==> src/rtl/histogram_sequencer_if.sv <==
// rtl/histogram_sequencer_if.sv - Command, sample, RAM-port and dump-stream signals of the histogram sequencer
interface histogram_sequencer_if #(
  parameter int ADDR_W = 7,
  parameter int CNT_W  = 7
);
  logic              cmd_clear;
  logic              cmd_dump;
  logic              s_valid;
  logic [ADDR_W-1:0] s_data;
  logic              s_ready;
  logic [ADDR_W-1:0] ram_addr;
  logic [CNT_W-1:0]  ram_wdata;
  logic              ram_wren;
  logic [CNT_W-1:0]  ram_q;
  logic              o_valid;
  logic [ADDR_W-1:0] o_bin;
  logic [CNT_W-1:0]  o_count;
  logic              o_last;
  logic              o_ready;
  logic              busy;
  logic              done;
  logic              sat_err;

  modport slave (
    input  cmd_clear, cmd_dump, s_valid, s_data, ram_q, o_ready,
    output s_ready, ram_addr, ram_wdata, ram_wren, o_valid, o_bin, o_count, o_last,
           busy, done, sat_err
  );

  modport master (
    output cmd_clear, cmd_dump, s_valid, s_data, ram_q, o_ready,
    input  s_ready, ram_addr, ram_wdata, ram_wren, o_valid, o_bin, o_count, o_last,
           busy, done, sat_err
  );
endinterface

==> src/rtl/histogram_sequencer.sv <==
// rtl/histogram_sequencer.sv - Clear / accumulate / dump controller for a single-port histogram RAM
module histogram_sequencer #(
  parameter int BINS        = 128,
  parameter int ADDR_W      = $clog2(BINS),
  parameter int CNT_W       = 7,
  parameter bit CLR_ON_DUMP = 1'b0
) (
  input logic                  CLK,
  input logic                  RST,
  histogram_sequencer_if.slave bus
);
  typedef enum logic [2:0] {IDLE, CLEAR, ACC_WR, DUMP_RD, DUMP_CAP, DUMP_OUT} state_t;

  localparam logic [ADDR_W-1:0] LAST_IDX = ADDR_W'(BINS - 1);
  localparam logic [CNT_W-1:0]  CNT_MAX  = '1;

  state_t            state, state_next;
  logic [ADDR_W-1:0] idx, idx_next;
  logic [ADDR_W-1:0] bin, bin_next;
  logic [CNT_W-1:0]  count, count_next;
  logic              sat, sat_next;
  logic              done_r, done_next;
  logic [ADDR_W-1:0] addr;
  logic [CNT_W-1:0]  wdata;
  logic              wren;
  logic              valid;
  logic              ready;
  logic              in_range;

  // Out-of-range bins only exist when BINS does not fill the address space.
  generate
    if (BINS < (2 ** ADDR_W)) begin : g_range
      assign in_range = {1'b0, bus.s_data} < (ADDR_W + 1)'(BINS);
    end else begin : g_full
      assign in_range = 1'b1;
    end
  endgenerate

  always_ff @(posedge CLK) begin
    if (RST) begin
      state  <= CLEAR;
      idx    <= '0;
      bin    <= '0;
      count  <= '0;
      sat    <= 1'b0;
      done_r <= 1'b0;
    end else begin
      state  <= state_next;
      idx    <= idx_next;
      bin    <= bin_next;
      count  <= count_next;
      sat    <= sat_next;
      done_r <= done_next;
    end
  end

  always_comb begin
    state_next = state;
    idx_next   = idx;
    bin_next   = bin;
    count_next = count;
    sat_next   = sat;
    done_next  = 1'b0;
    addr       = '0;
    wdata      = '0;
    wren       = 1'b0;
    valid      = 1'b0;
    ready      = 1'b0;
    case (state)
      IDLE: begin
        ready = !bus.cmd_clear && !bus.cmd_dump;
        if (bus.cmd_clear) begin
          state_next = CLEAR;
          idx_next   = '0;
        end else if (bus.cmd_dump) begin
          state_next = DUMP_RD;
          idx_next   = '0;
        end else if (bus.s_valid) begin
          if (in_range) begin
            addr       = bus.s_data;
            bin_next   = bus.s_data;
            state_next = ACC_WR;
          end else begin
            sat_next = 1'b1;
          end
        end
      end
      CLEAR: begin
        addr = idx;
        wren = 1'b1;
        if (idx == LAST_IDX) begin
          state_next = IDLE;
          done_next  = 1'b1;
        end else begin
          idx_next = idx + ADDR_W'(1);
        end
      end
      ACC_WR: begin
        addr       = bin;
        wren       = 1'b1;
        state_next = IDLE;
        // A full bin is rewritten unchanged so the counter never wraps.
        if (bus.ram_q == CNT_MAX) begin
          wdata    = bus.ram_q;
          sat_next = 1'b1;
        end else begin
          wdata = bus.ram_q + CNT_W'(1);
        end
      end
      DUMP_RD: begin
        addr       = idx;
        state_next = DUMP_CAP;
      end
      DUMP_CAP: begin
        addr       = idx;
        wren       = CLR_ON_DUMP;
        count_next = bus.ram_q;
        state_next = DUMP_OUT;
      end
      DUMP_OUT: begin
        valid = 1'b1;
        if (bus.o_ready) begin
          if (idx == LAST_IDX) begin
            state_next = IDLE;
            done_next  = 1'b1;
          end else begin
            idx_next   = idx + ADDR_W'(1);
            state_next = DUMP_RD;
          end
        end
      end
      default: state_next = IDLE;
    endcase
  end

  // Reset holds every output low even before the first clock edge sees it.
  assign bus.s_ready   = !RST && ready;
  assign bus.ram_addr  = RST ? '0 : addr;
  assign bus.ram_wdata = RST ? '0 : wdata;
  assign bus.ram_wren  = !RST && wren;
  assign bus.o_valid   = !RST && valid;
  assign bus.o_bin     = (!RST && valid) ? idx : '0;
  assign bus.o_count   = RST ? '0 : count;
  assign bus.o_last    = !RST && valid && (idx == LAST_IDX);
  assign bus.busy      = !RST && (state != IDLE);
  assign bus.done      = !RST && done_r;
  assign bus.sat_err   = !RST && sat;
endmodule

==> src/flat_wrapper.sv <==
// flat-port wrapper written by rule: the top's interface ports become plain ports
module histogram_sequencer_flat 
#(
  parameter int BINS        = 128,
  parameter int ADDR_W      = $clog2(BINS),
  parameter int CNT_W       = 7,
  parameter bit CLR_ON_DUMP = 1'b0
)
  (CLK, RST, bus_cmd_clear, bus_cmd_dump, bus_s_valid, bus_s_data, bus_ram_q, bus_o_ready, bus_s_ready, bus_ram_addr, bus_ram_wdata, bus_ram_wren, bus_o_valid, bus_o_bin, bus_o_count, bus_o_last, bus_busy, bus_done, bus_sat_err);
  histogram_sequencer_if #(.ADDR_W(ADDR_W), .CNT_W(CNT_W)) bus_i ();
  input logic CLK;
  input logic RST;
  input wire logic [$bits(bus_i.cmd_clear)-1:0] bus_cmd_clear;
  input wire logic [$bits(bus_i.cmd_dump)-1:0] bus_cmd_dump;
  input wire logic [$bits(bus_i.s_valid)-1:0] bus_s_valid;
  input wire logic [$bits(bus_i.s_data)-1:0] bus_s_data;
  input wire logic [$bits(bus_i.ram_q)-1:0] bus_ram_q;
  input wire logic [$bits(bus_i.o_ready)-1:0] bus_o_ready;
  output wire logic [$bits(bus_i.s_ready)-1:0] bus_s_ready;
  output wire logic [$bits(bus_i.ram_addr)-1:0] bus_ram_addr;
  output wire logic [$bits(bus_i.ram_wdata)-1:0] bus_ram_wdata;
  output wire logic [$bits(bus_i.ram_wren)-1:0] bus_ram_wren;
  output wire logic [$bits(bus_i.o_valid)-1:0] bus_o_valid;
  output wire logic [$bits(bus_i.o_bin)-1:0] bus_o_bin;
  output wire logic [$bits(bus_i.o_count)-1:0] bus_o_count;
  output wire logic [$bits(bus_i.o_last)-1:0] bus_o_last;
  output wire logic [$bits(bus_i.busy)-1:0] bus_busy;
  output wire logic [$bits(bus_i.done)-1:0] bus_done;
  output wire logic [$bits(bus_i.sat_err)-1:0] bus_sat_err;
  assign bus_i.cmd_clear = bus_cmd_clear;
  assign bus_i.cmd_dump = bus_cmd_dump;
  assign bus_i.s_valid = bus_s_valid;
  assign bus_i.s_data = bus_s_data;
  assign bus_i.ram_q = bus_ram_q;
  assign bus_i.o_ready = bus_o_ready;
  assign bus_s_ready = bus_i.s_ready;
  assign bus_ram_addr = bus_i.ram_addr;
  assign bus_ram_wdata = bus_i.ram_wdata;
  assign bus_ram_wren = bus_i.ram_wren;
  assign bus_o_valid = bus_i.o_valid;
  assign bus_o_bin = bus_i.o_bin;
  assign bus_o_count = bus_i.o_count;
  assign bus_o_last = bus_i.o_last;
  assign bus_busy = bus_i.busy;
  assign bus_done = bus_i.done;
  assign bus_sat_err = bus_i.sat_err;
  histogram_sequencer #(.BINS(BINS), .ADDR_W(ADDR_W), .CNT_W(CNT_W), .CLR_ON_DUMP(CLR_ON_DUMP)) u_core (.CLK(CLK), .RST(RST), .bus(bus_i));
endmodule
==> config.mk <==
export PLATFORM = sky130hd
export DESIGN_NAME = histogram_sequencer_flat
export DESIGN_NICKNAME = d
export VERILOG_FILES = /design/src/rtl/histogram_sequencer_if.sv /design/src/rtl/histogram_sequencer.sv /design/src/flat_wrapper.sv
export SDC_FILE = /design/constraint.sdc
export NUM_CORES = 1
export LEC_CHECK = 0
export CAP_MARGIN = 20
export CORE_UTILIZATION = 60
export CTS_BUF_LIST = sky130_fd_sc_hd__clkbuf_4
export CTS_CLUSTER_SIZE = 16
export DETAILED_ROUTE_END_ITERATION = 8
export DONT_BUFFER_PORTS = 1
export PLACE_DENSITY = 0.8
export SETUP_SLACK_MARGIN = 0.02
export SLEW_MARGIN = 0
export SYNTH_ARGS = -nofsm -noshare
export SYNTH_HDL_FRONTEND = slang
export SYNTH_SLANG_ARGS = --single-unit
==> constraint.sdc <==
create_clock -name CLK -period 2 [get_ports CLK]
set_clock_uncertainty 0.15 [all_clocks]
set_input_delay 0.1 -clock CLK [delete_from_list [all_inputs] [get_ports CLK]]
set_output_delay 0.1 -clock CLK [all_outputs]
set_load 0.01 [all_outputs]
; ---- After elaboration in Yosys (flattened, before gate mapping)
; Cells that the tools add are included.
[word_totals]
inputBits = 20
latchBits = 0
rom_bits = 0
mem_count = 0
reg_bits = 26
ram_bits = 0
[classes]
n_addsub = 2
n_lt_le_gt_ge = 0
n_bitwise = 2
eq_ne = 11
n_mul = 0
mux = 28
div_mod_pow = 0
shifts = 0
n_reduce_logical = 20
[ops]
columns = operator, count
row1 = $mux 7, 13
row2 = $pmux 7 s3, 2
row3 = $mux 3, 5
row4 = $pmux 3 s5, 1
row5 = $add 7x1->7 const B, 2
row6 = $eq 7x7->1 const B, 2
row7 = $logic_and 1x1->1, 8
row8 = $eq 3x2->1 const B, 2
row9 = $eq 3x3->1 const B, 2
row10 = $reduce_and 3->1, 2
row11 = $reduce_bool 3->1, 2
row12 = $mux 1, 5
row13 = $ne 4x4->1 const B, 1
row14 = $reduce_and 4->1, 1
row15 = $eq 3x1->1 const B, 1
row16 = $logic_not 1->1, 3
row17 = $logic_not 3->1, 1
row18 = $ne 3x3->1 const B, 1
row19 = $reduce_or 3->1, 1
row20 = $mux 2, 1
row21 = $ne 2x1->1 const B, 1
row22 = $ne 2x2->1 const B, 1
row23 = $not 1->1, 2
row24 = $pmux 1 s2, 1
row25 = 2 further kinds, 2

; ---- Logic depth before layout (Yosys ltp)
; Gate-level depths: netlist (run 1).
[depth]
ltp_word = 5
ltp_mapped = 6

; ---- Least setup slack after synthesis (run 1)
; OpenSTA, ideal clock, no wires.
[synth_timing]
path_kind = flip-flop to output port
start = register u_core.state[2]
end = output bus_ram_addr[0]
slack_ns = 0.200
t_arrival_ns = 1.550
n_path_buf = 0
path_stages_with_launch = 5
required_time_ns = 1.750
cell_sequence = dfxtp_1 or4_4 nor3b_4 nand2_1 a31oi_1
[synth_via]
elab_chain_len = 4
word_cells_on_any_way = 8
[synth_rtl]
columns = element, line_no
row1 = start: declaration, histogram_sequencer.sv:17  ; state_t state, state_next;
row2 = start signal: assignment, histogram_sequencer.sv:48  ; state <= state_next;
row3 = "$eq 3x2->1, or another cell as far along", histogram_sequencer.sv:69  ; case (state)
row4 = $reduce_or 3->1 (no source line), n/a
row5 = $pmux 7 s3 (*), histogram_sequencer.sv:69
row6 = $mux 7 (*), histogram_sequencer.sv:138  ; assign bus.ram_addr = RST ? '0 : addr;
row7 = end: declaration, flat_wrapper.sv:20  ; output wire logic [$bits(bus_i.ram_addr)-1:0] bus_ram_addr;
; Every way passes the cells marked *; elsewhere a longest branch is shown, timed or not.

; ---- Worst setup path after layout (run 1)
[layout_timing]
start = register u_core.state[0]
end = output bus_ram_addr[5]
; The elaborated chain is that of the path after synthesis.

==> impl_metrics.env, run 1 <==
export IMPL_status="complete, but fails checks"
export IMPL_final_hold_viol_count=2
export IMPL_synth_seq_cells=26
export IMPL_wirelength_um=6757
export IMPL_ys_types=41
export IMPL_yosysTopAreaCell="dfxtp_1"
export IMPL_core_area_sq_um=2545
export IMPL_tritoncts="done"
export IMPL_num_vias=2143
export IMPL_final_max_slew_viol_count=0
export IMPL_htreeDepth=1
export IMPL_grt_pass1_wl_um=8231
export IMPL_synth_xor_area_share_pct=1.589
export IMPL_overflow=0
export IMPL_synth_mux_area_share_pct=1.210
export IMPL_grt_pass1_vias=1752
export IMPL_drcViolationCount=0
export IMPL_die_area_sq_um=2971
export IMPL_cellPowerDensity_nw_per_um2=466.3
export IMPL_ios=55
export IMPL_cpPeakStageDelay_ps=520
export IMPL_worstPathCellList="or4_4 > nor3b_4 > buf_6 > nand2_2 > a31oi_1 > buf_4"
export IMPL_slew_headroom_pct=35.93
export IMPL_track_usage_pct=38.98
export IMPL_endpoint_kind="output port"
export IMPL_die_h_um=54.51
export IMPL_tightest_slew_ps=957.8
export IMPL_layout_commonest_cell="nand2_1"
export IMPL_setup_slack_ps=-338.4
export IMPL_post_route_min_period_ps=2338
export IMPL_cp_start_kind="flop"
export IMPL_portBuffers=0
export IMPL_crit_type="reg -> out"
export IMPL_synth_warnings=0
export IMPL_syn_area_per_cell_sq_um=7.351
export IMPL_path_clk_slew_ps=150
export IMPL_syn_nets=247
export IMPL_synthSimpleGateAreaFrac_pct=36.76
export IMPL_ant_nets=0
export IMPL_critPathSlowestCell="or4_4"
export IMPL_period_share_pct=116.9
export IMPL_violations="hold timing, setup timing"
export IMPL_placedCellCount=257
export IMPL_antenna_found_initial=0
export IMPL_synth_area_sq_um=1654
export IMPL_syn_instance_count=225
export IMPL_min_path_type="in -> reg"
export IMPL_synth_edf_count=0
export IMPL_final_cell_mix="nand2_1, buf_4, dfxtp_1"
export IMPL_grt_start_max_net_pins=26
export IMPL_final_area_sq_um=2227
export IMPL_firstDrtPassIters=8
export IMPL_dieWidth_um=54.51
export IMPL_fmax_mhz=427.6
export IMPL_clockBufferDepth=2
export IMPL_setup_viol=11
export IMPL_critPathArrivalTime_ps=2090
export IMPL_synth_fa_ha_area_share_pct=1.513
export IMPL_irDropWorstVdd_uv=644.3
export IMPL_max_cap_violations=0
export IMPL_synth_top_family_by_area="simple AND/OR/NAND/NOR gates"
export IMPL_worstPathMaxFanout=6
export IMPL_routabilityCongestion=0.8580
export IMPL_drive_gt1_share_pct=25.56
export IMPL_dp_hpwl_um=3089
export IMPL_core_rowCount=18
export IMPL_rsz0062_at_grt="true"
export IMPL_clock_sinks=26
export IMPL_nNetsFinal=289
export IMPL_p_leak_nw=0.8381
export IMPL_start_util_pct=65.00
export IMPL_synth_top_area_share_pct=31.47
export IMPL_synth_ff_type="dfxtp_1"
export IMPL_synth_compound_area_share_pct=23.00
export IMPL_critPathRequiredTime_ps=1750
export IMPL_hold_ws_ps=-26.99
export IMPL_finalPower_mw=1.039
export IMPL_synthTopCellsByArea="dfxtp_1, nand2_1, a21oi_1"
export IMPL_synth_async_reset_ratio_pct=0
export IMPL_place_ws_ps=30.31
export IMPL_post_dp_cell_area_sq_um=1760
export IMPL_area_growth_pct=34.64
export IMPL_worstSkewPairLatency_ps=350
export IMPL_wire_per_inst_um=22.83
export IMPL_instances_no_fill=296
export IMPL_ys_seq_area_share_pct=31.47
export IMPL_cts_root_buf="clkbuf_4"
export IMPL_drt_first_iter_violations=229
export IMPL_n_fill_cell=107
export IMPL_vias_per_cell=7.240
export IMPL_diodes=0
export IMPL_cts_buffers=3
-- cells by family (layout without fill, tap and decap cells) --
group	Yosys count	after routing
flip-flops	26	26
AO/OA/AOI/OAI	58	58
multiplexers	2	2
XOR/XNOR	3	3
buffers and inverters	18	59
AND/OR/NAND/NOR	116	116
adder cells (fa/ha/maj)	2	2
-- final timing paths --
path	start	endpoint	slack [ps]	cells after the start
setup / recovery	u_core.state[0]	bus_ram_addr[5]	-340	6
hold / removal	bus_o_ready	u_core.idx[1]	-30	4
setup reg to reg	u_core.state[0]	u_core.bin[1]	-300	10
hold reg to reg	u_core.count[2]	u_core.count[2]	330	2
-- through the flow --
| step | setup TNS (ps) | utilization, % |
|---|---|---|
| detailed placement | 0 | 69.17 |
| CTS | -2556 | 82.79 |
| floorplan | 0 | - |
| finish | -2766 | 87.51 |
| global route | -3678 | 87.51 |
| global placement | 0 | 69.17 |
-- Yosys cell counts, types with 6 or more instances --
master / n
nand2_1: 41
dfxtp_1: 26
a21oi_1: 19
a31oi_1: 12
nor2b_1: 12
nor2_1: 10
and2_1: 9
clkbuf_1: 9
nand3_1: 8
a22oi_1: 7
nor3_1: 7
or2_2: 6
-- power breakdown --
group	total [mW]	switching (mW)	internal [mW]	leakage, nW
Sequential	0.527	0.00352	0.524	0.210
Clock	0.388	0.184	0.203	0.0279
Combinational	0.124	0.0626	0.0613	0.600
-- state kept, by name, indices dropped and copies added (netlist names) --
register / cells
u_core.bin: 7
u_core.count: 7
u_core.idx: 7
u_core.state: 3
u_core.done_r: 1
u_core.sat: 1
-- worst max-delay path, delay by kind of cell, from the launching register on --
family / cells / cell delay (ps)
AND/OR/NAND/NOR: 3 / 840
buffers and inverters: 2 / 330
flip-flops: 1 / 360
AO/OA/AOI/OAI: 1 / 200
-- routing by layer --
layer / share of wire [%] / global-route usage, %
met1: 35 / 48.24
met2: 47 / 64.84
met3: 12 / 9.167
met4: 6.2 / 14.96
met5: 0 / 0
-- cell type report --
| type | instances | area [sq um] | share of cell area [%] |
|---|---|---|---|
| clock buffer | 3 | 22.52 | 1.011 |
| clock inverter | 1 | 30.03 | 1.348 |
| inverter | 2 | 7.507 | 0.3371 |
| multi-input combinational | 181 | 1154 | 51.80 |
| sequential | 26 | 523.0 | 23.48 |
| tap | 30 | 37.54 | 1.685 |
| timing repair buffer | 53 | 452.9 | 20.34 |
-- timing repair --
item / CTS / global route
setup buffers: 15 / 3
resized for setup: 1 / 25
hold buffers: 18 / 1
hold endpoints to repair: 26 / 3
pin swaps: 12 / 11
setup endpoints to repair: 9 / 29
Power figures use the tool's default switching activity.
==> run 2: changes to the inputs <==
==> constraint.sdc (replaced) <==
create_clock -name CLK -period 2 [get_ports CLK]
set_clock_uncertainty 0.15 [all_clocks]
set_input_delay 0.1 -clock CLK [delete_from_list [all_inputs] [get_ports CLK]]
set_output_delay 0.1 -clock CLK [all_outputs]
set_load 0.005 [all_outputs]
==> run 2 against run 1 <==
  * The run ends with setup timing left
  * Via count fell by 6.7%
  * Fmax rose by 10%
  * Hold slack improved by 82 ps
  * Flip-flop and latch count did not move
  * Final cell count fell by 6.8%
  * Clock power fell by 41%
  * Clock-buffer cell count did not move
  * Power fell by 15%
  * Setup slack improved by 210 ps
  * Non-clock buffer count fell by 19
  * Sequential power barely moved
  * Core utilization fell by 4.0 points
  * Largest power group unchanged
==> impl_metrics.env, run 2 (same netlist as run 1, synthesis figures left out) <==
export IMPL_fmax_mhz=470.9
export IMPL_worst_path_buf_inv=1
export IMPL_placedCellCount=249
export IMPL_violations="setup timing"
export IMPL_slew_headroom_pct=39.13
export IMPL_drive_gt1_share_pct=19.92
export IMPL_final_cell_mix="nand2_1, dfxtp_1, dlygate4sd3_1"
export IMPL_num_vias=2000
export IMPL_drt_first_iter_violations=143
export IMPL_die_area_sq_um=2971
export IMPL_reg_top3="u_core.bin (7), u_core.count (7), u_core.idx (7)"
export IMPL_critical_path_top_delay_family="simple AND/OR/NAND/NOR gates"
export IMPL_endpoint_kind="output port"
export IMPL_vias_per_cell=7.246
export IMPL_track_usage_pct=38.36
export IMPL_wire_per_inst_um=21.67
export IMPL_fin_tns_setup_ps=-790.0
export IMPL_dieWidth_um=54.51
export IMPL_ant_nets=0
export IMPL_grt_start_max_net_pins=26
export IMPL_overflow=0
export IMPL_diodes=0
export IMPL_worstSkewPairLatency_ps=320
export IMPL_cts_buffers=3
export IMPL_layout_commonest_cell="nand2_1"
export IMPL_routabilityCongestion=0.8554
export IMPL_min_path_type="in -> reg"
export IMPL_wirelength_um=5982
export IMPL_start_util_pct=65.00
export IMPL_irDropWorstVdd_uv=459.4
export IMPL_rsz0062_at_grt="true"
export IMPL_portBuffers=0
export IMPL_htreeDepth=1
export IMPL_post_route_min_period_ps=2124
export IMPL_cts_root_buf="clkbuf_4"
export IMPL_cpPeakStageDelay_ps=510
export IMPL_period_share_pct=106.2
export IMPL_critPathSlowestCell="or4_4"
export IMPL_setup_viol=7
export IMPL_grt_pass1_wl_um=8148
export IMPL_instances_no_fill=276
export IMPL_antenna_found_initial=0
export IMPL_post_dp_cell_area_sq_um=1713
export IMPL_drcViolationCount=0
export IMPL_firstDrtPassIters=6
export IMPL_hold_ws_ps=55.15
export IMPL_critPathRequiredTime_ps=1750
export IMPL_final_hold_viol_count=0
export IMPL_max_cap_violations=0
export IMPL_crit_type="reg -> out"
export IMPL_critPathArrivalTime_ps=1870
export IMPL_final_area_sq_um=2125
export IMPL_path_clk_slew_ps=140
export IMPL_area_growth_pct=28.44
export IMPL_ios=55
export IMPL_core_area_sq_um=2545
export IMPL_setup_slack_ps=-123.7
export IMPL_cellPowerDensity_nw_per_um2=413.9
export IMPL_final_max_slew_viol_count=0
export IMPL_tritoncts="done"
export IMPL_clockBufferDepth=2
export IMPL_clock_sinks=26
export IMPL_grt_pass1_vias=1684
export IMPL_tightest_slew_ps=910.1
export IMPL_p_leak_nw=0.7329
export IMPL_worstPathCellList="or4_4 > nor3b_4 > buf_6 > nand2_2 > a31oi_4"
export IMPL_die_h_um=54.51
export IMPL_nNetsFinal=270
export IMPL_cp_start_kind="flop"
export IMPL_worstPathMaxFanout=7
export IMPL_dp_hpwl_um=3031
export IMPL_status="complete, but fails checks"
export IMPL_core_rowCount=18
run 2: timing repair:
item                                    4_1_cts  5_1_grt
pin swaps                                    11        3
hold endpoints to repair                     26        0
endpoints found under the setup margin        7       19
hold buffers                                 21        0
setup buffers                                 3        0
gates resized for setup                      22       11
run 2: worst paths after layout:
path	start	endpoint	slack (ps)	cells past startpoint
worst max register to register	u_core.state[2]	u_core.bin[5]	70	5
worst max-delay path	u_core.state[0]	bus_ram_addr[1]	-120	5
worst min-delay path	RST	u_core.idx[4]	60	2
worst min register to register	u_core.count[5]	u_core.count[5]	320	2
run 2: power breakdown:
group | switching, mW | internal (mW) | total, mW
clock network | 0.159 | 0.0706 | 0.229
logic | 0.0602 | 0.0628 | 0.123
registers | 0.00363 | 0.523 | 0.527
run 2: layer usage:
| metal | global-route usage [%] | vias up | part of all wire [%] |
|---|---|---|---|
| met4 | 14.96 | 0 | 4.6 |
| met5 | 0 | - | 0 |
| met3 | 3.889 | 40 | 11 |
| li1 | - | 853 | - |
| met2 | 62.20 | 189 | 48 |
| met1 | 51.76 | 918 | 37 |
run 2: cell type report:
| class | count | area (sq um) |
|---|---|---|
| clock buffers | 3 | 22.52 |
| fillers | 143 | 420.4 |
| inverters | 2 | 7.507 |
| multi-input cells | 181 | 1205 |
| flip-flops and latches | 26 | 524.3 |
| well taps | 30 | 37.54 |
| repair buffers | 34 | 327.8 |
run 2: stage by stage:
step	setup slack, ps	power, mW	util (%)
2_1_floorplan	271.7	0.5921	-
3_3_place_gp	190.7	0.5979	67.31
3_5_place_dp	149.9	0.6002	67.31
4_1_cts	-82.57	0.8558	81.66
5_1_grt	-183.3	0.9094	83.48
6_report	-123.7	0.8793	83.48
